File: src/rtl/timer_step_decoder.sv
// Decodes the seconds-timer count bus into direction, step/wrap pulses,
// a step total, the inter-step interval and stall/error flags.
module timer_step_decoder #(
    parameter int MAX_VALUE     = 5,
    parameter int TIMEOUT_TICKS = 50000000
) (
    input  logic        clock,
    input  logic        reset_n,
    input  logic [2:0]  count_in,
    input  logic        clear_error,
    output logic        dir_out,
    output logic        step_pulse,
    output logic        wrap_pulse,
    output logic        error,
    output logic        stalled,
    output logic [15:0] step_total,
    output logic [31:0] last_interval
);

    typedef enum logic [1:0] {INIT, TRACK, FAULT} state_t;

    localparam logic [2:0]  MAX     = 3'(MAX_VALUE);
    localparam logic [31:0] TIMEOUT = 32'(TIMEOUT_TICKS);
    localparam logic [31:0] CNT_SAT = 32'hFFFF_FFFF;

    state_t      state, state_next;
    logic [2:0]  prev;
    logic [31:0] interval_cnt, interval_next, cnt_inc;
    logic        in_range, up_step, down_step, wrap_step, legal, illegal;
    logic        dir_next, step_next, wrap_next, error_next, stalled_next;
    logic [15:0] total_next;
    logic [31:0] last_next;

    // NOTE: every signal gets a default at the top so no path can infer a latch.
    always_comb begin
        state_next    = state;
        dir_next      = dir_out;
        step_next     = 1'b0;
        wrap_next     = 1'b0;
        total_next    = step_total;
        last_next     = last_interval;
        stalled_next  = stalled;

        in_range  = (count_in <= MAX);
        up_step   = ((prev < MAX) && (count_in == prev + 3'd1)) ||
                    ((prev == MAX) && (count_in == 3'd0));
        down_step = ((prev > 3'd0) && (count_in == prev - 3'd1)) ||
                    ((prev == 3'd0) && (count_in == MAX));
        wrap_step = ((prev == MAX) && (count_in == 3'd0)) ||
                    ((prev == 3'd0) && (count_in == MAX));
        legal     = (state == TRACK) && in_range && (up_step || down_step);
        illegal   = ((state == INIT) && !in_range) ||
                    ((state == TRACK) && (count_in != prev) && !legal);

        // Saturate rather than wrap so a very long gap never looks short.
        cnt_inc       = (interval_cnt == CNT_SAT) ? interval_cnt : interval_cnt + 32'd1;
        interval_next = cnt_inc;

        unique case (state)
            INIT:    state_next = in_range ? TRACK : FAULT;
            TRACK:   state_next = illegal ? FAULT : TRACK;
            FAULT:   state_next = in_range ? TRACK : FAULT;
            default: state_next = INIT;
        endcase

        if (legal) begin
            step_next     = 1'b1;
            wrap_next     = wrap_step;
            dir_next      = up_step;
            total_next    = step_total + 16'd1;
            last_next     = cnt_inc;
            interval_next = 32'd0;
            stalled_next  = 1'b0;
        end else if (cnt_inc == TIMEOUT) begin
            stalled_next = 1'b1;
        end

        // A coincident illegal transition wins over the clear request.
        error_next = illegal ? 1'b1 : (clear_error ? 1'b0 : error);
    end

    // NOTE: sequential state uses non-blocking assignments only.
    always_ff @(posedge clock or negedge reset_n) begin
        if (!reset_n) begin
            state         <= INIT;
            prev          <= 3'd0;
            interval_cnt  <= 32'd0;
            dir_out       <= 1'b1;
            step_pulse    <= 1'b0;
            wrap_pulse    <= 1'b0;
            error         <= 1'b0;
            stalled       <= 1'b0;
            step_total    <= 16'd0;
            last_interval <= 32'd0;
        end else begin
            state         <= state_next;
            prev          <= count_in;
            interval_cnt  <= interval_next;
            dir_out       <= dir_next;
            step_pulse    <= step_next;
            wrap_pulse    <= wrap_next;
            error         <= error_next;
            stalled       <= stalled_next;
            step_total    <= total_next;
            last_interval <= last_next;
        end
    end

endmodule

File: config.mk
export PLATFORM = sky130hd
export DESIGN_NAME = timer_step_decoder
export DESIGN_NICKNAME = d
export VERILOG_FILES = /design/src/rtl/timer_step_decoder.sv
export SDC_FILE = /design/constraint.sdc
export NUM_CORES = 1
export LEC_CHECK = 0
export BUFFER_PORTS_ARGS = -buffer_cell sky130_fd_sc_hd__buf_2
export CORE_ASPECT_RATIO = 1.2
export CORE_MARGIN = 2
export CORE_UTILIZATION = 40
export CTS_CLUSTER_DIAMETER = 80
export DETAILED_ROUTE_END_ITERATION = 7
export GPL_ROUTABILITY_DRIVEN = 0
export GPL_TIMING_DRIVEN = 0
export PLACE_DENSITY_LB_ADDON = 0.3
export SYNTH_ARGS = -nofsm -noshare
export SYNTH_HDL_FRONTEND = slang
export SYNTH_SLANG_ARGS = --single-unit
File: constraint.sdc
create_clock -name clock -period 3.3 [get_ports clock]
set_clock_uncertainty 0.2 [all_clocks]
set_input_delay 0.66 -clock clock [delete_from_list [all_inputs] [get_ports clock]]
set_output_delay 0.66 -clock clock [all_outputs]
set_load 0.05 [all_outputs]
==> flow_summary.toml, run 1 <==
[final_layout]
drive_above_1_share = 0.209
n_antenna_cell = 0
final_nets = 521
nFillCells = 1046
syn2layout_area_growth_pct = 18.0

[route]
wire_per_inst_um = 15.8
vias_per_cell = 5.33
drcViolationCount = 0
wl_um = 10200
first_pass_iters = 4
first_iter_violations = 124
vias = 3439
drtAntennaViolNets = 0

[cts]
cts_tree = "built"
cts_made_buffers = 9
clock_latency_ns = 0.34
clkTransAtPathRegs_ns = 0.06
cts_sinks = 90
clockRootBuffer = "clkbuf_16"
cts_htree_levels = 3
cts_buffer_depth = 2

[floorplanning]
die_h_um = 119
die_area_um2 = 11900
die_x_um = 99.9
rows = 42
io_pins = 59
start_util = 0.406
coreArea_um2 = 10900

[placement]
io_buffers = 58
hpwl_um = 7520
place_worst_setup_slack_ns = 0.0117

[sta]
fin_crit_ns = 3.13
rsz0062_at_grt = "no"
final_max_slew_viol_count = 0
hold_viol_final = 0
slew_headroom = 0.574
finalSetupViolCount = 0
final.setup.tns_ns = 0
hold_ws_ns = 0.0931
fin_ws_ns = 0.174
tightestPinTransition_ns = 0.637
period_share = 0.947
fmax_mhz = 320

[global_route]
antenna_found_initial = 0
grt_remaining_overflow = 0
grt.total_usage = 0.181
grt_max_degree = 53
grt_first_pass_wirelength_um = 16800
grt_pass1_vias = 3406

[synth]
syn_area_per_cell_um2 = 10.1
ys_ff_latch = 90
netlist_area_um2 = 4420
synthArstFlopShare = 1.00
ys.flop_type = "dfrtp_1"
synth_top_area_share = 0.504
synth-edff-count = 0
synth_cell_types = 59
synthesis.nets = 449
syn-instance-count = 437
yosys-top-cells-count = "89 x dfrtp_1, 74 x nor2_1, 39 x xnor2_1"
yosysWarnings = 0
yosys.area.top_type = "dfrtp_1"
synth.top_cells.by_area = "dfrtp_1 50%, xnor2_1 7.7%, nor2_1 6.3%"
ys_seq_area_frac = 0.510
synth_most_common_cell = "dfrtp_1"

[power_and_ir_drop]
p_sw_w = 0.00219
finalPower_w = 0.00480
vdd_drop_max_mv = 0.396
p_leak_nw = 2.34
combPwrFrac = 0.414
seqPwrFrac = 0.374
powerDensity_nw_per_um2 = 922
intPower_w = 0.00262
p_sw_frac = 0.455
clkPwrFrac = 0.212

[critical_path]
cp.arrival_ns = 3.21
crit_path_start_kind = "flip-flop"
required_ns = 3.38
critPathMaxFanout = 8
critical_path_class = "flip-flop to flip-flop"
r2r_cells = 10
crit_path_end_kind = "flip-flop"

[hold_path]
hp-class = "input port to asynchronous set/reset pin"

[run]
maxCapViolCount = 0

[outcome]
status = "finished clean"
power groups by stage:
stage          Clock [W]  Combinational (W)  Sequential (W)
6_report         0.00102            0.00199         0.00180
5_1_grt          0.00109            0.00214         0.00185
4_1_cts          0.00104            0.00201         0.00180
3_5_place_dp           0            0.00200         0.00181
3_3_place_gp           0            0.00197         0.00180
2_1_floorplan          0           0.000725         0.00257
metrics by stage:
step | cell area [um2] | utilization | cells
after CTS | 5190 | 0.477 | 643
after floorplan | 4420 | - | 437
after global placement | 4870 | 0.448 | 627
final | 5210 | 0.479 | 645
after global routing | 5210 | 0.479 | 645
after detailed placement | 4900 | 0.451 | 628
path summary, 6_finish.rpt:
path                       slack (ns)                 startpoint                            to
max                              0.17  interval_cnt[0]$_DFF_PN0_           stalled$_DFFE_PN0P_
min                              0.09                    reset_n     step_total[9]$_DFFE_PN0N_
max reg2reg                      0.17  interval_cnt[0]$_DFF_PN0_           stalled$_DFFE_PN0P_
min reg2reg                      0.25         state[1]$_DFF_PN0_             error$_DFFE_PN0P_
max in group asynchronous        2.17                    reset_n  last_interval[5]$_DFFE_PN0N_
min in group clock               0.25                count_in[1]             prev[1]$_DFF_PN0_
cell families after synthesis:
group	count (synthesis)	share of synthesized area
simple gates	185	0.225
buf+inv	33	0.0371
flops	90	0.510
compound gates	65	0.0938
xor+xnor	53	0.105
mux	5	0.0119
fa+ha+maj	6	0.0170
final cells by class:
class                           instances  area, um2  area share
Multi-Input combinational cell        314       2000       0.384
Clock inverter                          6       67.6      0.0130
Buffer                                 20        115      0.0221
Tap cell                              132        165      0.0317
Inverter                               13       48.8     0.00937
Clock buffer                            9        225      0.0432
Timing Repair Buffer                   61        335      0.0644
Sequential cell                        90       2250       0.433
flip-flops by register name, summed over array words and instances (netlist names):
signal	count
interval_cnt	32
last_interval	32
step_total	16
prev	3
state	2
dir_out	1
error	1
stalled	1
step_pulse	1
wrap_pulse	1
what timing repair did:
item,CTS,global route
endpoints found under the setup margin,0,1
hold buffers,0,0
setup buffers,0,2
resized for setup,0,1
metal layers:
layer  wire, um  global-route usage  up-vias  part of all wire
li1           -                   -     1671                 -
met1       4470               0.231     1694              0.44
met2       5170               0.298       60              0.51
met3        315              0.0323       14             0.031
met4        232              0.0796        0             0.023
met5          0                   0        -                 0
layout by cell type (no fill, tap or decap), types with 3 or more instances in the layout:
cell       instances
dfrtp_1           89
nor2_1            74
buf_2             61
xnor2_1           39
a21oi_1           32
nand2_1           25
nand4_1           17
xor2_1            14
nand3_1           14
inv_1             13
and3_1             9
clkbuf_16          9
a31oi_1            7
buf_1              6
nor4_1             6
o21ai_0            6
ha_1               6
clkbuf_1           5
buf_4              5
and4_1             5
nor3_1             4
nand2b_1           3
nor4b_1            3
a211oi_1           3
o22ai_1            3
or2_2              3
and2_1             3
mux2i_1            3
critical path: stages (launching register included):
cell      delay, ns
dfrtp_1        0.47
ha_1           0.31
nand4_2        0.22
nor4_4         0.32
buf_4          0.20
buf_4          0.13
nand4b_1       0.12
xor2_1         0.31
nand4_1        0.15
nor4b_1        0.39
a32o_1         0.24
Power figures use the tool's default switching activity.
==> run 2: changes to the inputs <==
ABC_AREA = 1   (was default)
CORE_MARGIN = 8   (was 2)
HOLD_SLACK_MARGIN = 0.03   (was default)
==> run 2 against run 1 <==
  * Final area up 9.4%
  * Sequential share of layout area decreased by 3.7 points
  * Synthesized area up 11%
  * Routed wire length is 28% higher
  * Sequential power decreased by 12%
  * Clock-buffer cell count increased by 2
  * Critical path depth rose by 3
  * Largest cell class is now multi-input combinational cells
  * First-iteration DRC count grew to 2.6 times the previous value
  * Highest routed layer unchanged
==> flow_summary.toml, run 2 <==
[outcome]
status = "finished clean"

[critical_path]
crit_path_end_kind = "flip-flop"
path_buf_inv = 0
required_ns = 3.38
r2r_slack_ns = 0.52
rr_startpoint = "interval_cnt[0]$_DFF_PN0_"
critPathMaxFanout = 8
cp.arrival_ns = 2.86
critical_path_class = "flip-flop to flip-flop"
path_depth = 13
max_stage_delay_ns = 0.50
path_cells = "ha_1 -> nand3_1 -> nor2_1 -> nand3_1 -> nand2_1 -> nand2_1 -> nand2_1 -> nand2_1 -> nor2_1 -> nand2_1 -> nor2_1 -> nand3_1 -> a21oi_2"
crit_path_start_kind = "flip-flop"
r2r_end = "stalled$_DFFE_PN0P_"
crit_path_frequent_cell = "nand2_1"
r2r_cells = 13
slowest_stage = "dfrtp_1"
path_delay_family = "simple AND/OR/NAND/NOR gates"

[synth]
ys.flop_type = "dfrtp_1"
yosys-top-cells-count = "216 x nand2_1, 101 x nor2_1, 89 x dfrtp_1"
syn_area_per_cell_um2 = 7.32
synth.top_cells.by_area = "dfrtp_1 45%, nand2_1 17%, nor2_1 7.7%"
synth_most_common_cell = "nand2_1"
yosysWarnings = 0
syn-instance-count = 670
yosys.area_share.simple = 0.354
synthesis.nets = 682
synthArstFlopShare = 1.00
ys_seq_area_frac = 0.459
synth_top_area_share = 0.454
ys_ff_latch = 90
yosys.area.top_type = "dfrtp_1"
netlist_area_um2 = 4910
synth-xor-area-share = 0.0428
synthMuxAreaShare = 0
synth_top_family_by_area = "simple AND/OR/NAND/NOR gates"
synth-edff-count = 0
synthAdderAreaFrac = 0.0153
synth_cell_types = 32
synth_compound_area_frac = 0.0487

[power_and_ir_drop]
p_leak_nw = 2.97
powerDensity_nw_per_um2 = 716
vdd_drop_max_mv = 0.373
finalPower_w = 0.00408

[final_layout]
syn2layout_area_growth_pct = 16.2
layout_common_cells = "216 x nand2_1, 101 x nor2_1, 89 x dfrtp_1, 82 x inv_1, 68 x buf_2"
drive_above_1_share = 0.133
final_cell_count_no_fill = 906
reg.largest.list = "interval_cnt (32), last_interval (32), step_total (16)"
final_common_cell = "nand2_1"
final_nets = 752
n_antenna_cell = 0
nFillCells = 1175

[placement]
io_buffers = 58
placed_cells = 890
hpwl_um = 10100
place_worst_setup_slack_ns = 0.523

[cts]
clockRootBuffer = "clkbuf_16"
cts_buffer_depth = 2
cts_hold_buffers = 0
clkTransAtPathRegs_ns = 0.06
cts_resized = 0
cts_htree_levels = 3
clock_latency_ns = 0.35
cts_made_buffers = 9
postCtsSetupBuffers = 0
cts_sinks = 90
cts_tree = "built"

[floorplanning]
die_area_um2 = 16100
die_h_um = 137
io_pins = 59
coreArea_um2 = 12100
start_util = 0.407
rows = 44
die_x_um = 117

[global_route]
grt_pass1_vias = 4328
antenna_found_initial = 0
grt_max_degree = 48
grt.total_usage = 0.175
grt_first_pass_wirelength_um = 21600
grt_remaining_overflow = 0

[route]
vias_per_cell = 4.94
drtAntennaViolNets = 0
first_iter_violations = 323
first_pass_iters = 5
wl_um = 13000
drcViolationCount = 0
wire_per_inst_um = 14.4
vias = 4474

[sta]
period_share = 0.843
slew_headroom = 0.595
fin_crit_ns = 2.78
hold_ws_ns = 0.115
fmax_mhz = 359
final.setup.tns_ns = 0
fin_ws_ns = 0.518
hold_viol_final = 0
final_max_slew_viol_count = 0
finalSetupViolCount = 0
rsz0062_at_grt = "no"
tightestPinTransition_ns = 0.607

[run]
maxCapViolCount = 0

[hold_path]
hp-class = "input port to asynchronous set/reset pin"
run 2: final cells by class:
cell class | count | area (um2) | share of cell area
buffer | 16 | 81.3 | 0.0143
clock buffer | 11 | 243 | 0.0426
clock inverter | 5 | 30.0 | 0.00527
inverter | 83 | 312 | 0.0546
multi-input combinational | 481 | 2260 | 0.397
sequential | 90 | 2250 | 0.395
tap | 161 | 201 | 0.0353
timing repair buffer | 59 | 320 | 0.0562
run 2: per-layer routing:
layer,up-vias,global-route usage,part of all wire
met5,-,0,0
met3,33,0.0316,0.047
li1,2245,-,-
met2,118,0.283,0.47
met4,0,0.0948,0.034
met1,2078,0.218,0.45
run 2: power by group:
| group | internal [W] | leakage (nW) | total, W | switching [W] |
|---|---|---|---|---|
| clock | 0.000527 | 0.131 | 0.000958 | 0.000431 |
| sequential | 0.00136 | 1.17 | 0.00158 | 0.000218 |
| combinational | 0.000396 | 1.67 | 0.00154 | 0.00115 |
run 2: stage by stage:
stage | util | instance area [um2]
after global routing | 0.473 | 5700
final | 0.473 | 5700
after detailed placement | 0.450 | 5430
after global placement | 0.448 | 5400
after floorplan | - | 4910
after CTS | 0.473 | 5700
run 2: cell families (layout without fill, tap and decap cells):
kind of cell    after synthesis  after routing
flops                        90             90
compound gates               43             43
simple gates                408            408
xor+xnor                     24             24
buf+inv                      99            174
fa+ha+maj                     6              6
run 2: worst max path at each step:
stage | start | endpoint | slack, ns
final | interval_cnt[0]$_DFF_PN0_ | stalled$_DFFE_PN0P_ | 0.52
after global routing | interval_cnt[0]$_DFF_PN0_ | stalled$_DFFE_PN0P_ | 0.37
after CTS | interval_cnt[0]$_DFF_PN0_ | stalled$_DFFE_PN0P_ | 0.57
after detailed placement | count_in[2] | last_interval[1]$_DFFE_PN0N_ | 0.52
after global placement | reset_n | last_interval[30]$_DFFE_PN0N_ | 0.51
after floorplan | count_in[2] | step_total[5]$_DFFE_PN0N_ | 1.07
run 2: worst reg2reg max path, delay by kind of cell (launching register included):
kind	cells	cell delay, ns
fa+ha+maj	1	0.40
simple gates	11	1.48
flops	1	0.50
compound gates	1	0.12
==> run 3: changes to the inputs <==
clock period = 2.2 ns   (was 3.3 ns; I/O delays follow)
==> run 3 against run 2 <==
  * Power rose by 67%
  * Final area rose by 14%
  * Sequential cell count did not move
  * First-iteration DRC count rose by 23%
  * The flow now finishes with violations (negative setup slack)
  * Sequential share of layout area fell by 4.9 points
  * Fmax rose by 19%
  * Combinational power rose by 86%
  * Critical path type unchanged
  * Non-clock buffer count rose by 26
==> flow_summary.toml, run 3 (same netlist as run 2, synthesis figures left out) <==
[sta]
slew_headroom = 0.585
period_share = 1.06
rsz0062_at_grt = "yes"
hold_viol_final = 0
fin_ws_ns = -0.136
final.setup.tns_ns = -0.191
finalSetupViolCount = 9
fin_crit_ns = 2.34
tightestPinTransition_ns = 0.622
fmax_mhz = 428
final_max_slew_viol_count = 0

[critical_path]
r2r_slack_ns = -0.14
critical_path_class = "flip-flop to flip-flop"
required_ns = 2.27
critPathMaxFanout = 7
r2r_cells = 13
setup.worst_path.end = "stalled$_DFFE_PN0P_"
crit_path_end_kind = "flip-flop"
crit_path_start_kind = "flip-flop"
crit_start = "interval_cnt[0]$_DFF_PN0_"
cp.arrival_ns = 2.41
r2r_end = "stalled$_DFFE_PN0P_"
rr_startpoint = "interval_cnt[0]$_DFF_PN0_"

[power_and_ir_drop]
finalPower_w = 0.00682
powerDensity_nw_per_um2 = 1050
p_leak_nw = 3.32
vdd_drop_max_mv = 0.573

[global_route]
grt_first_pass_wirelength_um = 23000
grt_pass1_vias = 4655
grt_remaining_overflow = 0
grt_max_degree = 47
antenna_found_initial = 0
grt.total_usage = 0.182

[placement]
place_worst_setup_slack_ns = -0.538
placed_cells = 890
hpwl_um = 10200
io_buffers = 58

[final_layout]
reg.largest.list = "interval_cnt (32), last_interval (32), step_total (16)"
final_common_cell = "nand2_1"
syn2layout_area_growth_pct = 32.8
layout_common_cells = "188 x nand2_1, 85 x dfrtp_1, 81 x nor2_1, 76 x inv_1, 58 x buf_2"
final_cell_count_no_fill = 930
nFillCells = 1048
drive_above_1_share = 0.265
final_nets = 778
n_antenna_cell = 0

[floorplanning]
coreArea_um2 = 12100
io_pins = 59
die_area_um2 = 16100
die_h_um = 137
start_util = 0.407
rows = 44
die_x_um = 117

[cts]
clock_latency_ns = 0.34
clkTransAtPathRegs_ns = 0.06
clockRootBuffer = "clkbuf_16"
cts_htree_levels = 3
cts_buffer_depth = 2
cts_tree = "built"
cts_sinks = 90
cts_made_buffers = 9

[hold_path]
hp-class = "input port to flip-flop"

[outcome]
status = "finished, violations left"
violations = "negative setup slack"

[route]
vias_per_cell = 5.14
drtAntennaViolNets = 0
vias = 4778
drcViolationCount = 0
first_pass_iters = 5
first_iter_violations = 398
wire_per_inst_um = 15.8
wl_um = 14700

[run]
maxCapViolCount = 0
-- run 3: worst min-delay path by stage --
stage / slack [ns] / startpoint / endpoint / cells after the start
CTS: 0.06 / count_in[2] / prev[2]$_DFF_PN0_ / 1
detailed placement: 0.27 / last_interval[30]$_DFFE_PN0N_ / last_interval[30]$_DFFE_PN0N_ / 2
floorplan: -0.06 / reset_n / error$_DFFE_PN0P_ / 0
finish: 0.07 / count_in[0] / prev[0]$_DFF_PN0_ / 1
global route: 0.07 / count_in[2] / prev[2]$_DFF_PN0_ / 1
global placement: 0.26 / last_interval[16]$_DFFE_PN0N_ / last_interval[16]$_DFFE_PN0N_ / 2
-- run 3: routing by layer --
metal | up-vias | share of wire | global-route usage
li1 | 2293 | - | -
met2 | 190 | 0.50 | 0.312
met1 | 2244 | 0.40 | 0.218
met3 | 51 | 0.064 | 0.0329
met5 | - | 0 | 0
met4 | 0 | 0.036 | 0.0820
-- run 3: layout make-up --
class | count | area (um2) | share of cell area
plain buffers | 15 | 223 | 0.0342
flip-flops and latches | 90 | 2260 | 0.346
multi-input cells | 481 | 2600 | 0.398
clock inverters | 2 | 37.5 | 0.00576
well taps | 161 | 201 | 0.0309
clock buffers | 12 | 256 | 0.0393
repair buffers | 86 | 629 | 0.0965
inverters | 83 | 317 | 0.0486
-- run 3: timing repair --
| action | in CTS | in global routing |
|---|---|---|
| hold buffers | 1 | 0 |
| setup endpoints to repair | 85 | 85 |
| hold endpoints to repair | 44 | 0 |
| gates cloned | 0 | 5 |
| pin swaps | 9 | 21 |
| gates resized for setup | 54 | 105 |
| setup buffers | 12 | 9 |
-- run 3: critical path, stage by stage (launching register included) --
cell and delay [ns]:
dfrtp_2 0.42, ha_4 0.18, inv_2 0.05, nor2_4 0.17
nand2_4 0.11, nor2_8 0.18, nand3_4 0.15, nand2_1 0.09
nand2_1 0.10, nor2_1 0.14, nand3_1 0.14, nor2_4 0.14
nand3_2 0.08, a21oi_2 0.11
-- run 3: power by group --
part	internal, W	switching, W	leakage (nW)	total (W)
logic	0.000905	0.00196	2.01	0.00287
registers	0.00205	0.000355	1.17	0.00241
clock network	0.000930	0.000621	0.141	0.00155
total	0.00389	0.00294	3.32	0.00682
-- run 3: through the flow --
stage / hold slack (ns) / instance area [um2] / util
finish: 0.0726 / 6520 / 0.541
global route: 0.0681 / 6520 / 0.541
CTS: 0.0575 / 6000 / 0.498
detailed placement: 0.269 / 5430 / 0.451
global placement: 0.260 / 5400 / 0.448
floorplan: -0.0556 / 4910 / -
